===== src/rtl/sevenseg_pkg.sv =====
// Shared symbol codes and segment constants for the seven-segment display blocks.
package sevenseg_pkg;

  typedef logic [4:0] sym_t;

  localparam sym_t       SYM_EQ    = 5'h10;
  localparam sym_t       SYM_MINUS = 5'h11;
  localparam sym_t       SYM_BLANK = 5'h12;
  localparam logic [6:0] SEG_OFF   = 7'h7F;

endpackage


===== src/rtl/sevenseg_decode.sv =====
// Combinational symbol-to-glyph lookup; segments {g..a}, active low.
module sevenseg_decode
  import sevenseg_pkg::*;
(
  input  logic [4:0] sym_i,
  output logic [6:0] seg_o
);

  // Glyph table; unknown codes fall through to dark.
  always_comb begin
    seg_o = SEG_OFF;
    case (sym_i)
      5'h00:     seg_o = 7'h40;
      5'h01:     seg_o = 7'h79;
      5'h02:     seg_o = 7'h24;
      5'h03:     seg_o = 7'h30;
      5'h04:     seg_o = 7'h19;
      5'h05:     seg_o = 7'h12;
      5'h06:     seg_o = 7'h02;
      5'h07:     seg_o = 7'h78;
      5'h08:     seg_o = 7'h00;
      5'h09:     seg_o = 7'h10;
      5'h0A:     seg_o = 7'h08;
      5'h0B:     seg_o = 7'h03;
      5'h0C:     seg_o = 7'h46;
      5'h0D:     seg_o = 7'h21;
      5'h0E:     seg_o = 7'h06;
      5'h0F:     seg_o = 7'h0E;
      SYM_EQ:    seg_o = 7'h37;
      SYM_MINUS: seg_o = 7'h3F;
      default:   seg_o = SEG_OFF;
    endcase
  end

endmodule


===== src/rtl/sevenseg_scan.sv =====
// Multiplexed common-anode seven-segment scanner with double-buffered loading,
// blink, leading-zero suppression and PWM brightness.
module sevenseg_scan
  import sevenseg_pkg::*;
#(
  parameter int NUM_DIGITS = 8,
  parameter int DIV_BITS   = 17,
  parameter int DUTY_BITS  = 3,
  parameter int BLINK_BITS = 6
) (
  input  logic                    clk,
  input  logic                    reset,
  input  logic                    load,
  input  logic [5*NUM_DIGITS-1:0] code,
  input  logic [NUM_DIGITS-1:0]   dp_in,
  input  logic [NUM_DIGITS-1:0]   blink_mask,
  input  logic                    lz_suppress,
  input  logic [DUTY_BITS-1:0]    brightness,
  output logic                    load_pending,
  output logic                    frame_done,
  output logic [NUM_DIGITS-1:0]   AN,
  output logic [6:0]              A2G,
  output logic                    DP
);

  localparam int              IW       = $clog2(NUM_DIGITS);
  localparam int              CW       = 5 * NUM_DIGITS;
  localparam logic [IW-1:0]   LAST_IDX = IW'(NUM_DIGITS - 1);
  localparam logic [CW-1:0]   ALL_BLANK = {NUM_DIGITS{SYM_BLANK}};

  logic [DIV_BITS-1:0]   prescaler_q, prescaler_d;
  logic [IW-1:0]         idx_q, idx_d;
  logic [BLINK_BITS-1:0] frame_cnt_q, frame_cnt_d;
  logic                  frame_done_q, frame_done_d;

  logic [CW-1:0]         act_code_q, act_code_d;
  logic [NUM_DIGITS-1:0] act_dp_q, act_dp_d;
  logic [NUM_DIGITS-1:0] act_blink_q, act_blink_d;
  logic [CW-1:0]         pend_code_q, pend_code_d;
  logic [NUM_DIGITS-1:0] pend_dp_q, pend_dp_d;
  logic [NUM_DIGITS-1:0] pend_blink_q, pend_blink_d;
  logic                  load_pending_q, load_pending_d;

  logic [NUM_DIGITS-1:0] an_q, an_d;
  logic [6:0]            a2g_q, a2g_d;
  logic                  dp_q, dp_d;

  logic                  tick_s;
  logic                  wrap_s;
  sym_t                  cur_sym_s;
  logic [6:0]            seg_s;
  logic [NUM_DIGITS-1:0] lz_blank_s;
  logic                  blank_s;
  logic                  lit_s;

  sevenseg_decode u_decode (
    .sym_i (cur_sym_s),
    .seg_o (seg_s)
  );

  // Scan timing: prescaler, digit index, frame counter and wrap pulse.
  always_comb begin
    prescaler_d  = prescaler_q + DIV_BITS'(1);
    tick_s       = &prescaler_q;
    wrap_s       = tick_s && (idx_q == LAST_IDX);
    frame_done_d = wrap_s;
    if (wrap_s) begin
      idx_d = '0;
    end else if (tick_s) begin
      idx_d = idx_q + IW'(1);
    end else begin
      idx_d = idx_q;
    end
    frame_cnt_d = wrap_s ? frame_cnt_q + BLINK_BITS'(1) : frame_cnt_q;
  end

  // Double buffer: active content only changes on the frame wrap.
  always_comb begin
    act_code_d     = act_code_q;
    act_dp_d       = act_dp_q;
    act_blink_d    = act_blink_q;
    pend_code_d    = load ? code       : pend_code_q;
    pend_dp_d      = load ? dp_in      : pend_dp_q;
    pend_blink_d   = load ? blink_mask : pend_blink_q;
    load_pending_d = load_pending_q;
    if (wrap_s && load) begin
      act_code_d     = code;
      act_dp_d       = dp_in;
      act_blink_d    = blink_mask;
      load_pending_d = 1'b0;
    end else if (wrap_s && load_pending_q) begin
      act_code_d     = pend_code_q;
      act_dp_d       = pend_dp_q;
      act_blink_d    = pend_blink_q;
      load_pending_d = 1'b0;
    end else if (load) begin
      load_pending_d = 1'b1;
    end else begin
      load_pending_d = load_pending_q;
    end
  end

  // Per-digit blanking, glyph select and PWM gating for the next output word.
  always_comb begin
    logic zero_run;
    zero_run   = 1'b1;
    lz_blank_s = '0;
    cur_sym_s  = SYM_BLANK;
    // Walk from the most significant digit down so zero_run means "this and all above are 0".
    for (int i = NUM_DIGITS - 1; i >= 0; i--) begin
      zero_run      = zero_run && (act_code_q[5*i +: 5] == 5'h00);
      lz_blank_s[i] = lz_suppress && (i != 0) && zero_run;
      cur_sym_s     = (IW'(i) == idx_q) ? act_code_q[5*i +: 5] : cur_sym_s;
    end
    blank_s = (act_blink_q[idx_q] && frame_cnt_q[BLINK_BITS-1]) || lz_blank_s[idx_q];
    lit_s   = prescaler_q[DIV_BITS-1 -: DUTY_BITS] <= brightness;
    an_d    = {NUM_DIGITS{1'b1}};
    if (lit_s) begin
      an_d[idx_q] = 1'b0;
    end else begin
      an_d[idx_q] = 1'b1;
    end
    a2g_d = blank_s ? SEG_OFF : seg_s;
    dp_d  = blank_s ? 1'b1 : ~act_dp_q[idx_q];
  end

  // State and output registers.
  always_ff @(posedge clk or posedge reset) begin
    if (reset) begin
      prescaler_q    <= '0;
      idx_q          <= '0;
      frame_cnt_q    <= '0;
      frame_done_q   <= 1'b0;
      act_code_q     <= ALL_BLANK;
      act_dp_q       <= '0;
      act_blink_q    <= '0;
      pend_code_q    <= ALL_BLANK;
      pend_dp_q      <= '0;
      pend_blink_q   <= '0;
      load_pending_q <= 1'b0;
      an_q           <= {NUM_DIGITS{1'b1}};
      a2g_q          <= SEG_OFF;
      dp_q           <= 1'b1;
    end else begin
      prescaler_q    <= prescaler_d;
      idx_q          <= idx_d;
      frame_cnt_q    <= frame_cnt_d;
      frame_done_q   <= frame_done_d;
      act_code_q     <= act_code_d;
      act_dp_q       <= act_dp_d;
      act_blink_q    <= act_blink_d;
      pend_code_q    <= pend_code_d;
      pend_dp_q      <= pend_dp_d;
      pend_blink_q   <= pend_blink_d;
      load_pending_q <= load_pending_d;
      an_q           <= an_d;
      a2g_q          <= a2g_d;
      dp_q           <= dp_d;
    end
  end

  assign load_pending = load_pending_q;
  assign frame_done   = frame_done_q;
  assign AN           = an_q;
  assign A2G          = a2g_q;
  assign DP           = dp_q;

endmodule

===== config.mk =====
export PLATFORM = sky130hd
export DESIGN_NAME = sevenseg_scan
export DESIGN_NICKNAME = d
export VERILOG_FILES = /design/src/rtl/sevenseg_pkg.sv /design/src/rtl/sevenseg_decode.sv /design/src/rtl/sevenseg_scan.sv
export SDC_FILE = /design/constraint.sdc
export NUM_CORES = 1
export LEC_CHECK = 0
export ABC_AREA = 0
export CORE_MARGIN = 2
export CORE_UTILIZATION = 40
export DETAILED_ROUTE_END_ITERATION = 10
export GPL_TIMING_DRIVEN = 1
export PLACE_DENSITY = 0.65
export SLEW_MARGIN = 20
export SYNTH_ARGS = -nofsm -noshare
export SYNTH_HDL_FRONTEND = slang
export SYNTH_SLANG_ARGS = --single-unit

===== constraint.sdc =====
create_clock -name clk -period 7.41 [get_ports clk]
set_clock_uncertainty 0.2 [all_clocks]
set_input_delay 1.8525 -clock clk [delete_from_list [all_inputs] [get_ports clk]]
set_output_delay 1.8525 -clock clk [all_outputs]
set_load 0.01 [all_outputs]

# Word-level counts from Yosys, hierarchy flattened

Memories as Yosys holds them, arrays and structs flattened.
Index checks and enable logic that the tools add are counted.

Output and inout bits: 18
Logic and storage cells: 92
Flip-flop bits (word level): 156
Memories: 1
Input bits: 63
ROM bits: 224

Equal/unequal tests: 8
Reductions and logical operators: 31
Mux-type cells: 30
Add/subtract/negate cells: 3
$lt $le $gt $ge: 3
Bitwise logic cells: 2

Memory list:

| memory          | words | width | read ports | clocked after memory_dff | write ports | line                  | RTL |
|---|---|---|---|---|---|---|---|
| (no name shown) | 32    | 7     | 1          | 0                        | 0           | sevenseg_decode.sv:12 | `case (sym_i)` |

Operators by type and width:

| cell                                                                         | number |
|---|---|
| 40-bit two-way mux                                                           | 2 |
| 5-bit two-way mux                                                            | 8 |
| 8-bit two-way mux                                                            | 5 |
| 5-bit zero test                                                              | 7 |
| 1-bit logical AND                                                            | 18 |
| 17-bit by 1-bit adder with 17-bit output, second input constant              | 1 |
| 17-bit AND reduction                                                         | 1 |
| 3-bit == test, first input constant                                          | 4 |
| 1-bit binary-select mux with 3-bit select                                    | 3 |
| 1-bit two-way mux                                                            | 8 |
| 8-bit NOT                                                                    | 1 |
| 7-bit two-way mux                                                            | 1 |
| 6-bit by 1-bit adder with 6-bit output, second input constant                | 1 |
| 2-bit by 3-bit == test with 1-bit output, first input constant               | 2 |
| 3-bit two-way mux                                                            | 2 |
| 3-bit by 4-bit less-than comparator with 1-bit output, second input constant | 1 |
| 2-bit nonzero test                                                           | 2 |
| 3-bit by 1-bit adder with 3-bit output, second input constant                | 1 |
| 1-bit demux with 3-bit select                                                | 1 |
| 1-bit by 3-bit == test with 1-bit output, first input constant               | 1 |
| 3-bit == test, second input constant                                         | 1 |
| 3-bit by 1-bit >= comparator with 1-bit output, second input constant        | 1 |
| 3-bit less-or-equal comparator                                               | 1 |
| 3-bit zero test                                                              | 1 |
| 3 further kinds                                                              | 3 |

# Logic depth before layout (Yosys ltp)

Depth after elaboration: 12
Mapped depth: 14

# Hierarchy

From an unflattened synthesis, not the netlist that was laid out.

Cell total of the unflattened synthesis: 585
Area, all modules: 7216.9 sq um

Modules (own cells, without submodules):

| module          | area an instance (sq um) | cells each | instances |
|---|---|---|---|
| sevenseg_scan   | 6884.1                   | 540        | 1 |
| sevenseg_decode | 332.8                    | 45         | 1 |

# Least setup slack after synthesis

No wires, ideal clock.

Path type: input to register
From: input load
To: register pend_code_q[17]
Arrival time: 3056 ps
Slack: 4030 ps
Stages on the path: 4
Library setup time: 125 ps
Cells stage by stage: clkbuf_1 clkbuf_1 clkbuf_1 mux2_2

RTL lines:

| what                   | line                 | RTL |
|---|---|---|
| start: declaration     | sevenseg_scan.sv:13  | `input logic load,` |
| end signal: assignment | sevenseg_scan.sv:152 | `pend_code_q <= pend_code_d;` |
| end: declaration       | sevenseg_scan.sv:39  | `logic [CW-1:0] pend_code_q, pend_code_d;` |

No word-level cell between the ends.

# Final worst setup path

From: input load
To: register act_blink_q[1]

Cells in the longest elaborated chain, start to end: 2
Elaborated cells on any way between the ends: 3
Those cells by class: mux (1); reduce/logical (2)

RTL lines:

| what                                                    | line                 | RTL |
|---|---|---|
| 1-bit logical AND *                                     | sevenseg_scan.sv:86  | `if (wrap_s && load) begin` |
| 8-bit two-way mux or 2-bit nonzero test (tied branches) | n/a                  |  |
| end signal: assignment                                  | sevenseg_scan.sv:151 | `act_blink_q <= act_blink_d;` |
| end: declaration                                        | sevenseg_scan.sv:38  | `logic [NUM_DIGITS-1:0] act_blink_q, act_blink_d;` |

Every way passes the cells marked *; elsewhere a longest branch is shown, timed or not.
A chain may end at the register's enable or synchronous reset.

==> impl_metrics.toml <==
[run_status]
status = "completed"

[synth]
synthArstFlopShare_pct = 100
post-synth-top-area-cell = "dfrtp_1"
synth_compound_area_share_pct = 8.87
ys_ff_latch = 156
ys.flop_type = "dfrtp_1"
synth_cell_types = 61
synth_fa_ha_area_share_pct = 3.09
yosysMostFrequentCell = "dfrtp_1"
yosys-top-cells-area = "dfrtp_1 37%, dfstp_2 17%, mux2_2 11%"
syn_area_sq_mm = 0.00730
syn_avg_cell_area_sq_um = 12.2
synth-xor-area-share_pct = 2.28
synth_edf_count = 0
synthCells = 598
synth_nets = 679
synth_top_family_by_area = "multiplexers"
synth_commonest_cells = "108 x dfrtp_1, 71 x nand2_1, 69 x mux2_2"
synth_mux_area_share_pct = 19.0
yosys.area_share.simple_pct = 9.42
yosysTopAreaCellShare_pct = 37.0
ys_warn_count = 0
yosysSeqAreaShare_pct = 54.3

[finish]
nets = 750
final_util_pct = 49.4
diodes = 0
num-fill-cells = 1565
regArea_sq_mm = 0.00396
area_delta_synth_final_pct = 21.1
multi_input_area_sq_mm = 0.00312
drive_gt1_share_pct = 26.2

[power]
p_comb_share_pct = 6.0
power_switching_w = 0.000418
power.internal_w = 0.00143
swShare_pct = 22.6
p_leak_nw = 3.88
powerDensity_mw_per_mm2 = 209
pwr-share-clk_pct = 45.2
vdd_drop_max_uv = 171
power_frac_seq_pct = 48.7

[route]
via_per_inst = 5.19
finalWirelength_um = 14600
antenna_left = 0
vias = 4724
drc_errors = 0
post_drt_wl_per_cell_um = 16.0
first_pass_iters = 5
drt-initial-drc-count = 310

[floorplan]
num_rows = 49
die_x_um = 139
die_area_sq_mm = 0.0193
initial_core_util_pct = 40.8
core_sq_mm = 0.0179
num_io_pins = 81
die_y_um = 139

[global_route]
track_usage_pct = 15.8
grt_pass1_vias = 4935
grt_overflow_total = 0
grt_pass1_wl_um = 24500
grt_max_degree = 113
antenna_found_initial = 0

[setup_path]
startpoint_type = "primary input"
cp_max_fo = 69
r2r_slack_ns = 3.55
cp.required_ns = 7.52
crit_type = "in -> reg"
critPathLaunch = "load"
rr_endpoint = "A2G[3]$_DFF_PP1_"
r2r_start = "idx_q[1]$_DFFE_PP0P_"
endpoint_kind = "flip-flop"
crit_arrival_ns = 4.00
reg2reg_depth = 10

[timing]
slew_headroom_pct = 31.4
rsz0062_at_grt = "false"
hold_viol_final = 0
max_freq_mhz = 257
period_minus_slack_ns = 3.90
worst_slew_pin_slew_ns = 1.03
min_period_over_period_pct = 52.6
tns_ns = 0
setup_viol = 0
finalMaxSlewViolations = 0

[place]
globalplace.congestion = 0.835
io_buffers = 80
dp_hpwl_um = 10200

[cts]
cts_max_level = 4
cts_hold_buf = 0
clock_path_buffers = 2
clockRootBuffer = "clkbuf_16"
postCtsSetupRepairBufs = 0
clk_latency_ns = 0.42
cts_sinks = 156
cts_resized = 0
cts_tree = "built"
worst_setup_hold_path_clk_slew_ns = 0.06
cts_buffers = 17

[job]
maxCapViolations = 0

[worst_hold_path]
min_path_cells = 1
min_path_type = "reg -> reg"
min_to = "prescaler_q[0]$_DFF_PP0_"
worstHoldStart = "prescaler_q[0]$_DFF_PP0_"
[power by group through the flow]
stage,clock (W),combinational (W),sequential [W]
finish,0.000837,0.000112,0.000901
global route,0.000900,0.000124,0.000905
CTS,0.000861,0.000115,0.000901
detailed placement,0,0.000115,0.000916
global placement,0,0.000111,0.000914
floorplan,0,0.0000625,0.000913
[critical path: stages]
cell and delay, ns:
buf_2 0.09, buf_4 0.33, o21ai_4 0.64, buf_4 0.60
mux2_2 0.40
[kinds of logic after synthesis]
| group | after synthesis |
|---|---|
| buffers and inverters | 48 |
| adders and majority gates | 18 |
| and+or+nand+nor | 141 |
| muxes | 123 |
| DFF | 156 |
| AOI/OAI and AO/OA | 93 |
| xor gates and xnor gates | 19 |
[per-stage QoR]
step	setup slack, ns	total power [W]	hold slack [ns]	area, sq um	std cells
3_5_place_dp	3.07	0.00103	0.254	8260	879
5_1_grt	3.31	0.00193	0.280	8840	911
3_3_place_gp	3.13	0.00103	0.252	8260	879
6_report	3.51	0.00185	0.265	8840	911
2_1_floorplan	1.23	0.000975	0.236	7300	598
4_1_cts	3.52	0.00188	0.271	8840	911
[routing by layer]
| layer | GRT usage [%] | share of wire, % |
|---|---|---|
| met1 | 21.1 | 47 |
| met2 | 24.9 | 47 |
| met3 | 3.69 | 3.7 |
| met4 | 6.65 | 2.5 |
| met5 | 0 | 0 |
[area by class of cell]
class	count	share of cell area [%]
Timing Repair Buffer	84	9.35
Clock buffer	18	4.97
Clock inverter	14	1.52
Tap cell	229	3.24
Multi-Input combinational cell	394	35.3
Inverter	16	0.736
Sequential cell	156	44.9
[sequential cells by signal, summed over array words and instances (netlist names), 3 cells and up]
name and count:
idx_q 3, pend_code_q 40, act_blink_q 8, frame_cnt_q 6, AN 8, act_dp_q 8, A2G 7, pend_dp_q 8
act_code_q 40, pend_blink_q 8, prescaler_q 17
[cells in the final DEF, fill, tap and decap left out, drive strengths merged, types with 5 or more instances in the layout]
cell type,netlist,final
a21oi,10,10
buf,13,5
clkbuf,19,18
clkdlybuf4s50,0,79
dfrtp,108,108
dfstp,48,48
ha,18,18
inv,16,23
mux2,81,81
mux2i,38,38
nand2,71,71
nand3,12,12
nand3b,8,8
nor2,18,18
o21ai,49,49
o221ai,5,5
or4,5,5
xnor2,14,14
xor2,5,5
[worst max path at each step]
stage | endpoint | depth (start not counted)
after floorplan | act_blink_q[0]$_DFFE_PP0N_ | 1
after global placement | act_blink_q[3]$_DFFE_PP0N_ | 5
after detailed placement | act_blink_q[1]$_DFFE_PP0N_ | 5
after CTS | act_blink_q[1]$_DFFE_PP0N_ | 5
after global routing | A2G[3]$_DFF_PP1_ | 10
final | act_blink_q[1]$_DFFE_PP0N_ | 5
No activity file was read; power rests on OpenSTA's default activity.
